`src/rtl/mult_rr_sched_if.sv`:
```
// Start/valid handshake between the scheduler and the shared multiplier.
// master = scheduler (operands, start), slave = multiplier (valid, product).
interface mult_rr_sched_if #(
  parameter int W = 5
);
  logic [W-1:0]   omul_a;
  logic [W-1:0]   omul_b;
  logic           omul_start;
  logic           imul_valid;
  logic [2*W-1:0] imul_res;

  modport master (
    output omul_a, omul_b, omul_start,
    input  imul_valid, imul_res
  );

  modport slave (
    input  omul_a, omul_b, omul_start,
    output imul_valid, imul_res
  );
endinterface

```
`src/rtl/mult_rr_sched.sv`:
```
// mult_rr_sched: round-robin share of one WxW multiplier among NREQ clients.
// Ports: iclk/irst_n (sync, active low); ireq/ia/ib requester side;
//   ogrant/ovalid one-hot pulses, ores product, obusy; mul = multiplier
//   handshake (omul_a/omul_b/omul_start out, imul_valid/imul_res in).
// Optional MULT_RR_SCHED_TIMEOUT_EN: WAIT timeout (TMO) with oerr output.
module mult_rr_sched #(
  parameter int NREQ = 4,
  parameter int W    = 5
`ifdef MULT_RR_SCHED_TIMEOUT_EN
  ,
  parameter int TMO  = 15
`endif
) (
  input  logic                iclk,
  input  logic                irst_n,
  input  logic [NREQ-1:0]     ireq,
  input  logic [NREQ*W-1:0]   ia,
  input  logic [NREQ*W-1:0]   ib,
  output logic [NREQ-1:0]     ogrant,
  output logic [2*W-1:0]      ores,
  output logic [NREQ-1:0]     ovalid,
  output logic                obusy,
`ifdef MULT_RR_SCHED_TIMEOUT_EN
  output logic                oerr,
`endif
  mult_rr_sched_if.master     mul
);

  localparam int IW = (NREQ > 1) ? $clog2(NREQ) : 1;

  typedef enum logic [2:0] {
    S_IDLE,
    S_ISSUE,
    S_WAIT,
    S_CAPTURE,
    S_DONE
  } state_t;

  state_t         r_state;
  state_t         w_next;
  logic [IW-1:0]  r_last;
  logic [IW-1:0]  r_idx;
  logic [IW-1:0]  w_sel;
  logic           w_any;
  logic           w_take;
  logic [W-1:0]   r_a;
  logic [W-1:0]   r_b;
  logic [2*W-1:0] r_res;
  logic           w_tmo;
`ifdef MULT_RR_SCHED_TIMEOUT_EN
  logic [3:0]     r_cnt;
  logic           r_tmo;
`endif

  // Search last+1, last+2, ... so the requester just served ranks last.
  always_comb begin
    w_any = 1'b0;
    w_sel = '0;
    for (int i = 1; i <= NREQ; i++) begin
      if (!w_any && ireq[(int'(r_last) + i) % NREQ]) begin
        w_any = 1'b1;
        w_sel = IW'((int'(r_last) + i) % NREQ);
      end
    end
  end

  assign w_take = (r_state == S_IDLE) && w_any;

  always_comb begin
    w_next = r_state;
    w_tmo  = 1'b0;
    unique case (r_state)
      S_IDLE:    if (w_any) w_next = S_ISSUE;
      S_ISSUE:   w_next = S_WAIT;
      S_WAIT: begin
        if (mul.imul_valid) begin
          w_next = S_CAPTURE;
        end
`ifdef MULT_RR_SCHED_TIMEOUT_EN
        else if (r_cnt == 4'(TMO - 1)) begin
          w_next = S_DONE;
          w_tmo  = 1'b1;
        end
`endif
      end
      S_CAPTURE: w_next = S_DONE;
      S_DONE:    w_next = S_IDLE;
      default:   w_next = S_IDLE;
    endcase
  end

  always_ff @(posedge iclk) begin
    if (!irst_n) begin
      r_state <= S_IDLE;
      r_last  <= IW'(NREQ - 1);
      r_idx   <= '0;
      r_a     <= '0;
      r_b     <= '0;
      r_res   <= '0;
    end else begin
      r_state <= w_next;
      if (w_take) begin
        r_idx  <= w_sel;
        r_last <= w_sel;
        r_a    <= ia[w_sel*W +: W];
        r_b    <= ib[w_sel*W +: W];
      end
      // Product is only guaranteed on the cycle after imul_valid.
      if (r_state == S_CAPTURE) r_res <= mul.imul_res;
      if (w_tmo) r_res <= '0;
    end
  end

`ifdef MULT_RR_SCHED_TIMEOUT_EN
  always_ff @(posedge iclk) begin
    if (!irst_n) begin
      r_cnt <= '0;
      r_tmo <= 1'b0;
    end else begin
      if (r_state == S_ISSUE) r_cnt <= '0;
      else if (r_state == S_WAIT) r_cnt <= r_cnt + 4'd1;
      r_tmo <= w_tmo;
    end
  end

  assign oerr = r_tmo;
`endif

  // Grant is combinational in IDLE; masked while reset is being applied.
  assign ogrant = (w_take && irst_n) ? (NREQ'(1) << w_sel) : '0;
  assign ovalid = (r_state == S_DONE) ? (NREQ'(1) << r_idx) : '0;
  assign ores   = r_res;
  assign obusy  = (r_state != S_IDLE);

  assign mul.omul_a     = r_a;
  assign mul.omul_b     = r_b;
  assign mul.omul_start = (r_state == S_ISSUE);

endmodule

```
`src/flat_wrapper.sv`:
```
// flat-port wrapper written by rule: the top's interface ports become plain ports
module mult_rr_sched_flat 
#(
  parameter int NREQ = 4,
  parameter int W    = 5

)
  (iclk, irst_n, ireq, ia, ib, ogrant, ores, ovalid, obusy, mul_omul_a, mul_omul_b, mul_omul_start, mul_imul_valid, mul_imul_res);
  mult_rr_sched_if #(.W(W)) mul_i ();
  input  logic iclk;
  input  logic irst_n;
  input  logic [NREQ-1:0] ireq;
  input  logic [NREQ*W-1:0] ia;
  input  logic [NREQ*W-1:0] ib;
  output logic [NREQ-1:0] ogrant;
  output logic [2*W-1:0] ores;
  output logic [NREQ-1:0] ovalid;
  output logic obusy;
  output wire logic [$bits(mul_i.omul_a)-1:0] mul_omul_a;
  output wire logic [$bits(mul_i.omul_b)-1:0] mul_omul_b;
  output wire logic [$bits(mul_i.omul_start)-1:0] mul_omul_start;
  input wire logic [$bits(mul_i.imul_valid)-1:0] mul_imul_valid;
  input wire logic [$bits(mul_i.imul_res)-1:0] mul_imul_res;
  assign mul_omul_a = mul_i.omul_a;
  assign mul_omul_b = mul_i.omul_b;
  assign mul_omul_start = mul_i.omul_start;
  assign mul_i.imul_valid = mul_imul_valid;
  assign mul_i.imul_res = mul_imul_res;
  mult_rr_sched #(.NREQ(NREQ), .W(W)) u_core (.iclk(iclk), .irst_n(irst_n), .ireq(ireq), .ia(ia), .ib(ib), .ogrant(ogrant), .ores(ores), .ovalid(ovalid), .obusy(obusy), .mul(mul_i));
endmodule
```
`config.mk`:
```
export PLATFORM = sky130hd
export DESIGN_NAME = mult_rr_sched_flat
export DESIGN_NICKNAME = d
export VERILOG_FILES = /design/src/rtl/mult_rr_sched_if.sv /design/src/rtl/mult_rr_sched.sv /design/src/flat_wrapper.sv
export SDC_FILE = /design/constraint.sdc
export NUM_CORES = 1
export LEC_CHECK = 0
export ABC_AREA = 0
export BUFFER_PORTS_ARGS = -buffer_cell sky130_fd_sc_hd__buf_2
export CORE_ASPECT_RATIO = 1.75
export CORE_UTILIZATION = 44
export CTS_CLUSTER_DIAMETER = 30
export DETAILED_ROUTE_END_ITERATION = 10
export PLACE_DENSITY = 0.79
export RECOVER_POWER = 100
export SYNTH_ARGS = -nofsm -noshare
export SYNTH_HDL_FRONTEND = slang
export SYNTH_SLANG_ARGS = --single-unit
```
`constraint.sdc`:
```
create_clock -name iclk -period 1.9 [get_ports iclk]
set_input_delay 0.38 -clock iclk [delete_from_list [all_inputs] [get_ports iclk]]
set_output_delay 0.38 -clock iclk [all_outputs]
set_load 0.01 [all_outputs]
```
After elaboration in Yosys (flattened, before gate mapping)
Cells that the tools add are included.
{ "word_totals": {"in_bits": 57, "output_inout_bits": 30, "reg_bits": 27, "word_cells": 69} }
{ "classes": {"n_bitwise": 4, "n_reduce_logical": 15, "mux": 25, "mul": 1, "eq_ne": 6, "addsub": 4, "magnitude_cmp": 4, "shift": 4} }
{ "op_table": {"columns": ["operator", "count"], "rows": [
  ["$shiftx A20 B6 Y5", 2],
  ["$lt A3 B4 Y1 const B", 4],
  ["$mux W1", 12],
  ["$pmux W3 S4", 1],
  ["$bmux W1 S2", 4],
  ["$mux W2", 4],
  ["$mux W4", 2],
  ["$reduce_or A2 Y1", 4],
  ["$shl A1 B2 Y4 const A", 2],
  ["$eq A3 B2 Y1 const B", 2],
  ["$mux W3", 2],
  ["$logic_and A1 B1 Y1", 5],
  ["$mul A2 B3 Y5 const B", 1],
  ["$add A2 B1 Y2 const B", 2],
  ["$add A2 B2 Y2 const B", 2],
  ["$and A1 B1 Y1 const A", 4],
  ["$eq A3 B1 Y1 const B", 1],
  ["$eq A3 B3 Y1 const B", 1],
  ["$logic_not A1 Y1", 3],
  ["$logic_not A3 Y1", 1],
  ["$reduce_bool A3 Y1", 1],
  ["$ne A2 B1 Y1 const B", 1],
  ["$ne A2 B2 Y1 const B", 1],
  ["$reduce_and A2 Y1", 1]
]} }

Logic depth before layout (Yosys ltp)
{ "depth": {"ltp_word": 19, "depth_mapped": 7, "mapped_depth_nobuf": 5} }

Worst setup path before layout
No wires, ideal clock.
{ "synth_path": {"path_kind": "register to output", "startpoint": "reg u_core.r_state[1]", "endpoint": "out ogrant[0]", "arrival_ps": 1492, "stages_incl_launch_ff": 8, "slack_ps": 28, "path_buffers": 2, "t_required_ps": 1520, "path_cell_list": "dfxtp_1 > buf_2 > or3_4 > or2_4 > nor2_4 > buf_6 > nand2_4 > nor2_2"} }
{ "synth_between": {"elab_chain_cells": 4} }
{ "synth_lines": {"columns": ["item", "line_no", "source"], "rows": [
  ["start, declared", "mult_rr_sched.sv:39", "state_t r_state;"],
  ["start signal, assigned", "mult_rr_sched.sv:101", "r_state <= w_next;"],
  ["$logic_not A3 Y1", "mult_rr_sched.sv:67", "assign w_take = (r_state == S_IDLE) && w_any;"],
  ["$logic_and A1 B1 Y1", "mult_rr_sched.sv:67", null],
  ["$logic_and A1 B1 Y1", "mult_rr_sched.sv:130", "assign ogrant = (w_take && irst_n) ? (NREQ'(1) << w_sel) : '0;"],
  ["$mux W4", "mult_rr_sched.sv:130", null],
  ["end, declared", "flat_wrapper.sv:15", "output logic [NREQ-1:0] ogrant;"]
]} }
No other way between the ends.

Final worst setup path
Ends and elaborated chain as after synthesis.

==> key figures <==
STA
  • Fin. max-slew vios: 0
  • Worst rel slew slack: 59.9%
  • Tmin final: 2020 ps
  • Final period utilization: 106%
  • RSZ-0062 raised after global routing: yes
  • Final setup fails: 4
  • Setup Skew: 5.81 ps
  • Max Fclk: 495 MHz
  • Post-route setup slack: -118 ps
  • Sum Neg Setup Slack: -341 ps
  • Worst-margin pin slew: 599 ps
  • Final hold violation count: 0

GRT
  • GR Util All Layers: 23.2%
  • Initial antenna violation count: 0
  • First-pass GRT wire length: 6550 µm
  • Largest net degree at the start of global routing: 18
  • Grt ovf: 0
  • Vias in the first global route: 1627

Critical path
  • Setup crit end kind: output port
  • Crit Path Class: reg2out
  • CP bufs+invs: 1
  • Worst-path maximum fanout: 2
  • Kind of cell adding the most delay to the critical path: simple AND/OR/NAND/NOR gates
  • CP cell instances: or3_4 > or2_4 > nor2_4 > nand2_4 > nor2_2 > buf_2
  • Worst stage delay on the critical path: 380 ps
  • CP required: 1520 ps
  • Crit path DAT: 1640 ps
  • Type of origin of the critical path: register
  • Critical Path Start: u_core.r_state[1]$_SDFFE_PN0P_
  • R2R Path Start: u_core.r_state[1]$_SDFFE_PN0P_
  • Critical path's slowest cell: or3_4

Clock tree
  • CTS buffer count: 3
  • Cts hold-fix bufs: 0
  • CTS Buffer Depth: 2
  • Htree depth: 1
  • CTS tree: done
  • Worst skew pair latency: 280 ps
  • Clock Sink Count: 27
  • Reg clk slew, reported paths: 90 ps
  • CTS Root Cell: clkbuf_8

Synthesis
  • Dominant cells by area after synthesis: dfxtp_1 34%, a211oi_2 14%, mux2i_1 6.4%, nand2_1 5.5%, o21ai_0 4.2%
  • Post-synthesis cell area: 0.00157 mm²
  • Post-Syn Area per Cell: 8.47 µm²
  • Distinct cells, synth: 36
  • Synth top area share: 34.5%
  • Syn Inst Count: 185
  • Post-synthesis sequential area ratio: 34.5%
  • Yosys warns: 0
  • Cell taking the most area after synthesis: dfxtp_1
  • #FFs+latches synth: 27
  • Post-synth net total: 242

Job
  • Max-Cap Viols: 0

Detailed routing
  • Routed wire per std cell: 12.8 µm
  • DRC: 0
  • Final wirelength: 4160 µm
  • Remaining antenna violation count: 0
  • Post-DR vias/cell: 5.14
  • Iter 0 DRT Violations: 42
  • Drt pass-1 iters: 4
  • Routed vias: 1671

Pwr
  • Leak: 0.965 nW
  • Seq pwr share: 35.5%
  • Clock share of power: 15.4%
  • Internal power: 1.31 mW
  • Pwr/cell area: 997 mW/mm²
  • Switch share: 39.0%
  • Combinational group share of total power: 49.1%
  • Max IR drop VDD: 0.000637 V
  • P_sw: 0.834 mW

Outcome
  • Violated checks: negative setup slack
  • Status: finished with violations

Cells and area
  • Area occupied by registers: 543 µm²
  • Share of layout cells above drive strength 1: 43.6%
  • Layout area overhead: 36.9%
  • Fin cells: 325
  • Multi-input gate area: 902 µm²
  • Ant diodes: 0
  • Fillers: 338
  • Nets: 338

Floorplan
  • Initial Util: 46.1%
  • Core area: 0.00340 mm²
  • # rows: 28
  • Die area: 0.00382 mm²
  • Die X: 47.1 µm
  • Die height: 81.0 µm
  • I/O pin total: 87

Place
  • Cells after DPL: 315
  • Detailed-placement wirelength estimate: 3170 µm
  • PortBufs: 86
  • Routability cong.: 0.835

Min path
  • Hold crit path type: in2reg
  • Hold Startpoint: mul_imul_res[8]
## cell usage in the layout, fill, tap and decap left out, drive strengths merged, types with 3 or more instances in the layout
cell,count
a211oi,20
a21oi,12
a31oi,10
buf,83
clkbuf,24
dfxtp,27
inv,13
mux2i,10
nand2,25
nand3,3
nor2,18
nor2b,4
nor3,3
o21ai,15
or2,3
## registers in the layout (all words and copies together), names as in the netlist
register           flops
u_core.r_idx           2
u_core.ores           10
u_core.mul.omul_b      5
u_core.r_last          2
u_core.mul.omul_a      5
u_core.r_state         3
## cell type report
cell class,count,area share [%]
Clock buffer,3,1.92
Clock inverter,1,0.233
Inverter,13,2.27
Multi-Input combinational cell,132,42.0
Sequential cell,27,25.3
Tap cell,45,2.62
Timing Repair Buffer,104,25.6
## path summary, 6_finish.rpt
| check | cells past startpoint | endpoint | slack, ps |
|---|---|---|---|
| max | 6 | ogrant[0] | -120 |
| min | 3 | u_core.ores[8]$_SDFFE_PN0N_ | 330 |
| min reg2reg | 2 | u_core.ores[5]$_SDFFE_PN0N_ | 460 |
| max reg2reg | 7 | u_core.mul.omul_a[3]$_SDFFE_PN0P_ | 80 |
## cell families after synthesis
group | share of synthesized area [%]
flip-flops | 34.5
AND/OR/NAND/NOR | 20.8
XOR/XNOR | 0.559
AO/OA/AOI/OAI | 29.2
buffers and inverters | 8.62
multiplexers | 6.38
## Yosys cell counts
cell and n:
buf_4 2, dfxtp_1 27, buf_2 3, o311a_1 1, nor2_4 2, o21ai_2 2, buf_1 1, nand2b_1 1
o211ai_1 1, and3_1 1, nor2_2 2, nor2b_2 2, a211oi_1 3, clkbuf_1 4, nand2_1 23, nor3_1 3
nand2_4 1, a31oi_1 10, nor2b_1 2, nor4_2 1, or3_4 1, nor2_1 14, inv_1 13, or2_4 1
or3b_1 1, buf_8 1, or2_2 2, xnor2_1 1, nand2_2 1, a21oi_1 12, nor3b_1 1, o21ai_0 13
nand3_1 3, mux2i_1 10, buf_6 2, a211oi_2 17
## what timing repair did
action / 4_1_cts / 5_1_grt
pin swaps: 2 / 3
setup buffers: 4 / 2
setup endpoints to repair: 4 / 4
gates resized for setup: 1 / 3
endpoints found under the hold margin: 0 / 0
## per-layer routing
| metal | vias up | global-route usage, % | wire, µm |
|---|---|---|---|
| li1 | 838 | - | - |
| met1 | 751 | 25.4 | 1650 |
| met2 | 75 | 40.7 | 2190 |
| met3 | 7 | 4.22 | 243 |
| met4 | 0 | 10.9 | 77 |
| met5 | - | 0 | 0 |
## per-stage QoR
step	instance area (µm²)	hold slack (ps)	util (%)	total power, mW	setup WS (ps)
2_1_floorplan	1570	463	-	1.46	27.6
3_3_place_gp	2070	439	60.9	1.74	58.4
3_5_place_dp	2070	444	60.9	1.75	29.2
6_report	2150	331	63.1	2.14	-118
5_1_grt	2150	328	63.1	2.28	-193
4_1_cts	2150	327	63.2	2.14	-132
## tightest hold or removal path: cells and delay by family
family                 cells  cell delay (ps)
buffers and inverters      1               90
and+or+nand+nor            1               50
AOI/OAI and AO/OA          1               50
## power groups by stage
stage / Combinational (mW) / Sequential, mW / Clock, mW
CTS: 1.04 / 0.754 / 0.342
global placement: 0.973 / 0.763 / 0
finish: 1.05 / 0.759 / 0.330
detailed placement: 0.990 / 0.764 / 0
floorplan: 0.655 / 0.802 / 0
global route: 1.15 / 0.776 / 0.360
No activity file was read; power rests on OpenSTA's default activity.
